===== src/rtl/safe_lock_controller.sv =====
// Sequencing FSM between the keypad decoder and the safe's password comparator.
// Define SAFE_LOCKOUT_EN to enable the failed-attempt LOCKOUT state and alarm.
module safe_lock_controller #(
    parameter int MAX_FAILS      = 3,
    parameter int OPEN_CYCLES    = 500,
    parameter int LOCKOUT_CYCLES = 1000
) (
    input  logic       clk,
    input  logic       reset,
    input  logic       is_on,
    input  logic       key_valid,
    input  logic [3:0] key_code,
    input  logic       correct,
    input  logic [2:0] input_len,
    output logic [3:0] data,
    output logic       is_pressed,
    output logic       is_star_pressed,
    output logic       reset_password,
    output logic       clear_answer,
    output logic       unlocked,
    output logic       alarm,
    output logic [1:0] fail_count,
    output logic [2:0] state
);
    typedef enum logic [2:0] {
        ST_OFF     = 3'd0,
        ST_LOCKED  = 3'd1,
        ST_CHECK   = 3'd2,
        ST_OPEN    = 3'd3,
        ST_SET     = 3'd4,
        ST_LOCKOUT = 3'd5
    } state_t;

    localparam int TMAX = (OPEN_CYCLES > LOCKOUT_CYCLES) ? OPEN_CYCLES : LOCKOUT_CYCLES;
    localparam int TW   = $clog2(TMAX + 1);
    localparam logic [TW-1:0] T_ONE    = TW'(1);
    localparam logic [TW-1:0] OPEN_T   = TW'(OPEN_CYCLES);
    localparam logic [1:0]    FAIL_MAX = 2'(MAX_FAILS);
`ifdef SAFE_LOCKOUT_EN
    localparam logic [TW-1:0] LOCK_T   = TW'(LOCKOUT_CYCLES);
`endif

    state_t        state_q, state_d;
    logic [1:0]    fail_q, fail_d, fail_inc_s;
    logic [TW-1:0] timer_q, timer_d;
    logic [3:0]    data_q, data_d;
    logic [1:0]    busy_q, busy_d;
    logic          pend_q, pend_d;
    logic          press_q, press_d;
    logic          star_q, star_d;
    logic          rpw_q, rpw_d;
    logic          clr_q, clr_d;
    logic          unlocked_q;
    logic          idle_s, k_digit_s, k_star_s, k_hash_s, k_clear_s;

    assign idle_s     = (busy_q == 2'd0);
    assign k_digit_s  = key_valid && idle_s && (key_code <= 4'd9);
    assign k_star_s   = key_valid && idle_s && (key_code == 4'hA);
    assign k_hash_s   = key_valid && idle_s && (key_code == 4'hB);
    assign k_clear_s  = key_valid && idle_s && (key_code == 4'hC);
    assign fail_inc_s = (fail_q < FAIL_MAX) ? (fail_q + 2'd1) : fail_q;

    // Next-state, pulse scheduling and the two-cycle key-drop window after any accepted key.
    always_comb begin
        state_d = state_q;
        fail_d  = fail_q;
        data_d  = data_q;
        busy_d  = (busy_q != 2'd0) ? (busy_q - 2'd1) : 2'd0;
        pend_d  = 1'b0;
        press_d = pend_q;
        star_d  = 1'b0;
        rpw_d   = 1'b0;
        clr_d   = 1'b0;
        if (!is_on && (state_q != ST_LOCKOUT)) begin
            state_d = ST_OFF;
        end else begin
            case (state_q)
                ST_OFF: state_d = ST_LOCKED;
                ST_LOCKED, ST_SET: begin
                    if (k_digit_s && (input_len < 3'd6)) begin
                        data_d = key_code;
                        pend_d = 1'b1;
                        busy_d = 2'd2;
                    end else if (k_star_s && (state_q == ST_LOCKED)) begin
                        state_d = ST_CHECK;
                        busy_d  = 2'd2;
                    end else if (k_star_s && (input_len >= 3'd4)) begin
                        star_d  = 1'b1;
                        state_d = ST_LOCKED;
                        fail_d  = 2'd0;
                        busy_d  = 2'd2;
                    end else begin
                        state_d = state_q;
                    end
                end
                ST_CHECK: begin
                    star_d = 1'b1;
                    if (correct) begin
                        state_d = ST_OPEN;
                        fail_d  = 2'd0;
                    end else begin
                        fail_d  = fail_inc_s;
`ifdef SAFE_LOCKOUT_EN
                        state_d = (fail_inc_s == FAIL_MAX) ? ST_LOCKOUT : ST_LOCKED;
`else
                        state_d = ST_LOCKED;
`endif
                    end
                end
                ST_OPEN: begin
                    if (timer_q == OPEN_T) begin
                        state_d = ST_LOCKED;
                    end else if (k_star_s) begin
                        star_d  = 1'b1;
                        state_d = ST_LOCKED;
                        busy_d  = 2'd2;
                    end else if (k_hash_s) begin
                        rpw_d   = 1'b1;
                        state_d = ST_SET;
                        busy_d  = 2'd2;
                    end else if (k_clear_s) begin
                        clr_d   = 1'b1;
                        state_d = ST_LOCKED;
                        busy_d  = 2'd2;
                    end else begin
                        state_d = ST_OPEN;
                    end
                end
`ifdef SAFE_LOCKOUT_EN
                ST_LOCKOUT: begin
                    if (timer_q == LOCK_T) begin
                        state_d = ST_LOCKED;
                        fail_d  = 2'd0;
                    end else begin
                        state_d = ST_LOCKOUT;
                    end
                end
`endif
                default: state_d = ST_OFF;
            endcase
        end
    end

    // Dwell timer restarts at 1 on every state change; only OPEN and LOCKOUT consume it.
    always_comb begin
        if (state_d != state_q) begin
            timer_d = T_ONE;
        end else if ((state_q == ST_OPEN) || (state_q == ST_LOCKOUT)) begin
            timer_d = timer_q + T_ONE;
        end else begin
            timer_d = timer_q;
        end
    end

    // State and output registers with synchronous reset.
    always_ff @(posedge clk) begin
        if (reset) begin
            state_q    <= ST_OFF;
            fail_q     <= 2'd0;
            timer_q    <= {TW{1'b0}};
            data_q     <= 4'd0;
            busy_q     <= 2'd0;
            pend_q     <= 1'b0;
            press_q    <= 1'b0;
            star_q     <= 1'b0;
            rpw_q      <= 1'b0;
            clr_q      <= 1'b0;
            unlocked_q <= 1'b0;
        end else begin
            state_q    <= state_d;
            fail_q     <= fail_d;
            timer_q    <= timer_d;
            data_q     <= data_d;
            busy_q     <= busy_d;
            pend_q     <= pend_d;
            press_q    <= press_d;
            star_q     <= star_d;
            rpw_q      <= rpw_d;
            clr_q      <= clr_d;
            unlocked_q <= (state_d == ST_OPEN);
        end
    end

`ifdef SAFE_LOCKOUT_EN
    logic alarm_q;

    // Alarm indicator follows entry into LOCKOUT.
    always_ff @(posedge clk) begin
        if (reset) begin
            alarm_q <= 1'b0;
        end else begin
            alarm_q <= (state_d == ST_LOCKOUT);
        end
    end
    assign alarm = alarm_q;
`else
    assign alarm = 1'b0;
`endif

    assign data            = data_q;
    assign is_pressed      = press_q;
    assign is_star_pressed = star_q;
    assign reset_password  = rpw_q;
    assign clear_answer    = clr_q;
    assign unlocked        = unlocked_q;
    assign fail_count      = fail_q;
    assign state           = state_q;
endmodule


===== config.mk =====
export PLATFORM = sky130hd
export DESIGN_NAME = safe_lock_controller
export DESIGN_NICKNAME = d
export VERILOG_FILES = /design/src/rtl/safe_lock_controller.sv
export SDC_FILE = /design/constraint.sdc
export NUM_CORES = 1
export LEC_CHECK = 0
export ABC_CLOCK_PERIOD_IN_PS = 4780
export CORE_MARGIN = 2
export CORE_UTILIZATION = 55
export DETAILED_ROUTE_END_ITERATION = 7
export DONT_BUFFER_PORTS = 1
export GPL_TIMING_DRIVEN = 1
export PLACE_DENSITY = 0.68
export SLEW_MARGIN = 25
export SYNTH_ARGS = -nofsm -noshare
export SYNTH_HDL_FRONTEND = slang
export SYNTH_SLANG_ARGS = --single-unit
export TNS_END_PERCENT = 50

===== constraint.sdc =====
create_clock -name clk -period 4.78 [get_ports clk]
set_clock_uncertainty 0.05 [all_clocks]
set_input_delay 0.239 -clock clk [delete_from_list [all_inputs] [get_ports clk]]
set_output_delay 0.239 -clock clk [all_outputs]
set_load 0.03 [all_outputs]

After elaboration in Yosys (flattened, before gate mapping)
Index checks and enable logic that the tools add are counted.

storage, ports and cells
  memories kept = 0
  logic and storage cells = 99
  bits of input ports = 12
  bits in writable memories = 0
  bits in read-only memories = 0
  output and inout port bits = 15
  bits in latches = 0
  flip-flop bits (word level) = 27

cells by class
  equality and inequality tests = 16
  shifts and indexed selects = 0
  add/sub/neg operators = 3
  bitwise operators = 3
  divide/modulo/power cells = 0
  $lt $le $gt $ge = 4
  mux-type cells = 37
  $mul = 0
  reduce and logical (&&, ||, !) cells = 24

operators by type and width
  cell                   number
  $mux 2                 16
  $mux 3                 7
  $eq 4x4->1 const B     3
  $pmux 3 s4             1
  $add 10x1->10 const B  1
  $eq 10x9->1 const B    1
  $mux 1                 10
  $eq 3x2->1 const B     3
  $logic_and 1x1->1      9
  $pmux 2 s2             2
  $eq 3x3->1 const B     2
  $ne 2x2->1 const B     3
  $ne 3x3->1 const B     2
  $reduce_and 6->1       1
  $reduce_bool 2->1      3
  $reduce_or 2->1        3
  $reduce_or 6->1        1
  $reduce_or 5->1        1
  $le 4x4->1 const B     1
  $eq 3x1->1 const B     1
  $ge 3x3->1 const B     1
  $logic_not 3->1        1
  $lt 3x3->1 const B     1
  $ne 3x3->1             1
  10 further kinds       12

Logic depth before layout (Yosys ltp)
  depth in word-level cells = 11
  depth in mapped cells = 7
  depth with buffers taken out = 7

Worst setup path before layout
Ideal clock, no wire load.

  path kind = reg-to-reg
  from = register state_q[0], in the netlist state[0]
  to = register timer_q[0]
  period minus slack after synthesis = 2.104 ns
  data required time = 4.610 ns
  arrival = 1.935 ns
  cell stages (with the launch flop) = 7
  path slack = 2.676 ns
  cell sequence = dfxtp_1 > clkbuf_8 > inv_1 > a311o_1 > o32ai_2 > xor2_2 > o31a_1

between the ends
  word-level cells in the longest chain between the ends = 8
  elaborated cells between the ends (all ways) = 19

ends and longest elaborated chain
  what                                         line    source
  start, declared                              43      state_t state_q, state_d;
  start signal, assigned                       170     state_q <= state_d;
  $eq 3x1->1                                   77, 84
  $logic_and 1x1->1                            84      end else if (k_star_s && (state_q == ST_LOCKED)) begin
  $mux 3                                       84
  $mux 3                                       80      if (k_digit_s && (input_len < 3'd6)) begin
  $pmux 3 s4                                   77      case (state_q)
  $mux 3                                       74      if (!is_on && (state_q != ST_LOCKOUT)) begin
  $ne 3x3->1                                   146     if (state_d != state_q) begin
  $mux 1 or $reduce_bool 2->1 (tied branches)  --
  end signal, assigned                         160     timer_q <= {TW{1'b0}};
  end signal, assigned                         172     timer_q <= timer_d;
  end, declared                                45      logic [TW-1:0] timer_q, timer_d;

Several ways; a longest one is shown, not always the timed one.
A chain may end at the register's enable or synchronous reset.

Worst setup path in the final report
  from = register state_q[1], in the netlist state[1]
  to = register timer_q[3]

between the ends
  word-level cells in the longest chain between the ends = 8
  elaborated cells between the ends (all ways) = 18

ends and longest elaborated chain
  what                       line
  $eq 3x1->1                 77, 84
  $logic_and 1x1->1          84
  $mux 3                     84
  $mux 3                     80
  $pmux 3 s4                 77
  $mux 3                     74
  $ne 3x3->1                 146
  $reduce_or 2->1 (no line)  --

Several ways; a longest one is shown, not always the timed one.

==> out/qor.txt <==
Status: finished clean
Slowest cell on the critical path: dfxtp_1
Iter 0 DRT Violations: 55
First-pass GRT wire length: 5.209 mm
Clock power frac: 26.7%
Ys async rst share: 0%
Metal2 WL: 1.549 mm
NumNets Final: 187
Worst-margin pin slew: 0.7830 ns
CP required: 4.92 ns
First-pass iteration count of the detailed router: 4
Area delta synth->final: 1.963%
Most common cell after layout, fill and taps aside: dfxtp_1
Syn_nets: 187
P per Cell Area: 228.7 mW/mm2
Kind of critical path: reg -> reg
Final setup violation count: 0
Period utilization: 54.93%
Seq/Total Area, Yosys: 35.32%
CP peak stage delay: 0.86 ns
Flop pwr share: 64.3%
Mapped Area: 0.001530 mm2
Largest net degree at the start of global routing: 20
Max layer used: met4
Gate power share: 9.0%
WL met1: 1.391 mm
CTS Sinks: 27
Post-Syn Area per Cell: 8.897 um2
Final ANT Viol Nets: 0
VDD IR max: 160.6 uV
Drc violations: 0
Hold buffer count at CTS: 2
H-Tree Depth: 1
Syn Inst Count: 172
Overall die width: 56.75 um
Total die area: 0.003220 mm2
Longest Clk Path Bufs: 2
Vias in the first global route: 1222
Fin. max-slew vios: 0
Crit path launch type: register
Share of layout cells above drive strength 1: 8.772%
Sw power: 85.82 uW
PortBufs: 0
RSZ-0062 raised after global routing: false
CTS buffer count: 3
Tot Pwr: 356.8 uW
Worst-skew pair later-pin latency: 0.31 ns
Post-route setup TNS: 0 ns
Synth Flop Type: dfxtp_1
Height of the die: 56.75 um
CTS root buffer: clkbuf_4
Antenna diodes: 0
Min Tclk post-route: 2.625 ns
Worst min-delay path category: in -> reg
Cell internal pwr: 271.0 uW
DR vias: 1239
All-layer global routing usage: 20.39%
Crit end category: register
Post-synth EDFFs: 0
Initial antenna violation count: 0
Cell variety after synth: 54
Core Rows: 19
HPWL after DPL: 2.295 mm
Pleak: 0.0005150 uW
Post_cts resized: 0
CORE AREA: 0.002710 mm2
Most frequent cells in the layout: 27 x dfxtp_1, 15 x nor2_1, 13 x nand2_1, 11 x nor4_1, 9 x nor3_1
Drt wl/cell: 15.45 um
Final hold vios: 0
Gp weighted congestion: 0.8549
#FFs+latches synth: 27
Yosys warnings: 0
Slew HR: 47.73%
Max-cap violations: 0
Clock Pin Slew Worst Setup and Hold Paths: 0.14 ns
Drt total wl: 3.120 mm
Worst-path maximum fanout: 13
Vias per cell: 6.134
GRT overflow: 0
Crit path cell chain: nand2b_1 -> a311o_1 -> o32ai_2 -> xor2_2 -> nor4_1
Net Sw Frac: 24.05%
CTS tree: done
IO Pins: 27
Initial Utilization: 56.46%
FMAX: 380.9 MHz
Post-CTS setup buffer count: 0
Routed wl met3: 125 um
CP Data Arrival Time: 2.76 ns
flip-flops by register name, indices dropped and copies added, names as in the netlist:
name             cells
unlocked             1
state                3
pend_q               1
timer_q             10
data                 4
clear_answer         1
reset_password       1
is_star_pressed      1
fail_count           2
is_pressed           1
busy_q               2
worst max-delay path, delay by kind of cell (launching register included):
| kind | cells | cell delay [ns] |
|---|---|---|
| xor gates and xnor gates | 1 | 0.44 |
| and+or+nand+nor | 2 | 0.41 |
| DFF | 1 | 0.86 |
| AOI/OAI and AO/OA | 2 | 0.73 |
metal layers:
layer / GRT usage [%] / up-vias
met5: 0 / -
met4: 11.30 / 0
met3: 3.687 / 6
met1: 24.28 / 582
met2: 34.39 / 32
li1: - / 619
power groups by stage:
stage,clock (uW),combinational [uW],sequential [uW]
global placement,0,27.4,234
detailed placement,0,28.1,234
CTS,101,31.2,229
global route,111,35.1,230
finish,95.3,32.2,229
floorplan,0,26.0,235
cell type report:
type / instances / area [um2]
Multi-Input combinational cell: 128 / 887.1
Inverter: 8 / 30.03
Clock buffer: 4 / 26.28
Sequential cell: 27 / 540.5
Fill cell: 244 / 1150
Tap cell: 31 / 38.79
Timing Repair Buffer: 4 / 37.54
cells in the mapped netlist, types with 3 or more instances:
cell type	n	area, um2
clkbuf_1	3	11.26
nor3b_1	3	22.52
nor4_1	11	68.82
nand3_1	3	15.01
nor2b_1	3	18.77
a21oi_1	4	20.02
inv_1	8	30.03
nor3_1	9	45.04
mux2i_1	7	70.07
dfxtp_1	27	540.5
nand2_1	13	48.80
xnor2_1	8	70.07
ha_1	3	37.54
clkbuf_8	3	41.29
o21ai_0	5	25.02
nor2_1	15	56.30
per-stage QoR:
stage	util, %	hold slack (ns)	area, um2	instances	setup slack [ns]
CTS	57.20	0.009324	1550	201	2.166
global route	57.57	0.01702	1560	202	2.018
floorplan	-	0.2606	1530	172	2.676
global placement	55.49	0.2621	1504	195	2.244
finish	57.57	0.02702	1560	202	2.155
detailed placement	55.49	0.2642	1504	195	2.203
cell families (layout without fill, tap and decap cells):
logic type / Yosys count / after routing / synth area share (%)
AO/OA/AOI/OAI: 28 / 28 / 14.23
XOR/XNOR: 12 / 12 / 7.850
adder cells (fa/ha/maj): 3 / 3 / 2.453
buffers and inverters: 17 / 16 / 6.704
flip-flops: 27 / 27 / 35.32
multiplexers: 7 / 7 / 4.579
other: 1 / 1 / 0.2451
AND/OR/NAND/NOR: 77 / 77 / 28.62
final timing paths:
check	from	end	slack, ns	depth (start not counted)
min reg2reg	pend_q$_SDFF_PP0_	is_pressed$_SDFF_PP0_	0.41	1
min	key_code[0]	data[0]$_SDFFE_PP0P_	0.03	2
max reg2reg	state[1]$_SDFF_PP0_	timer_q[3]$_SDFFE_PP0P_	2.15	5
max	state[1]$_SDFF_PP0_	timer_q[3]$_SDFFE_PP0P_	2.15	5
Power figures use the tool's default switching activity.
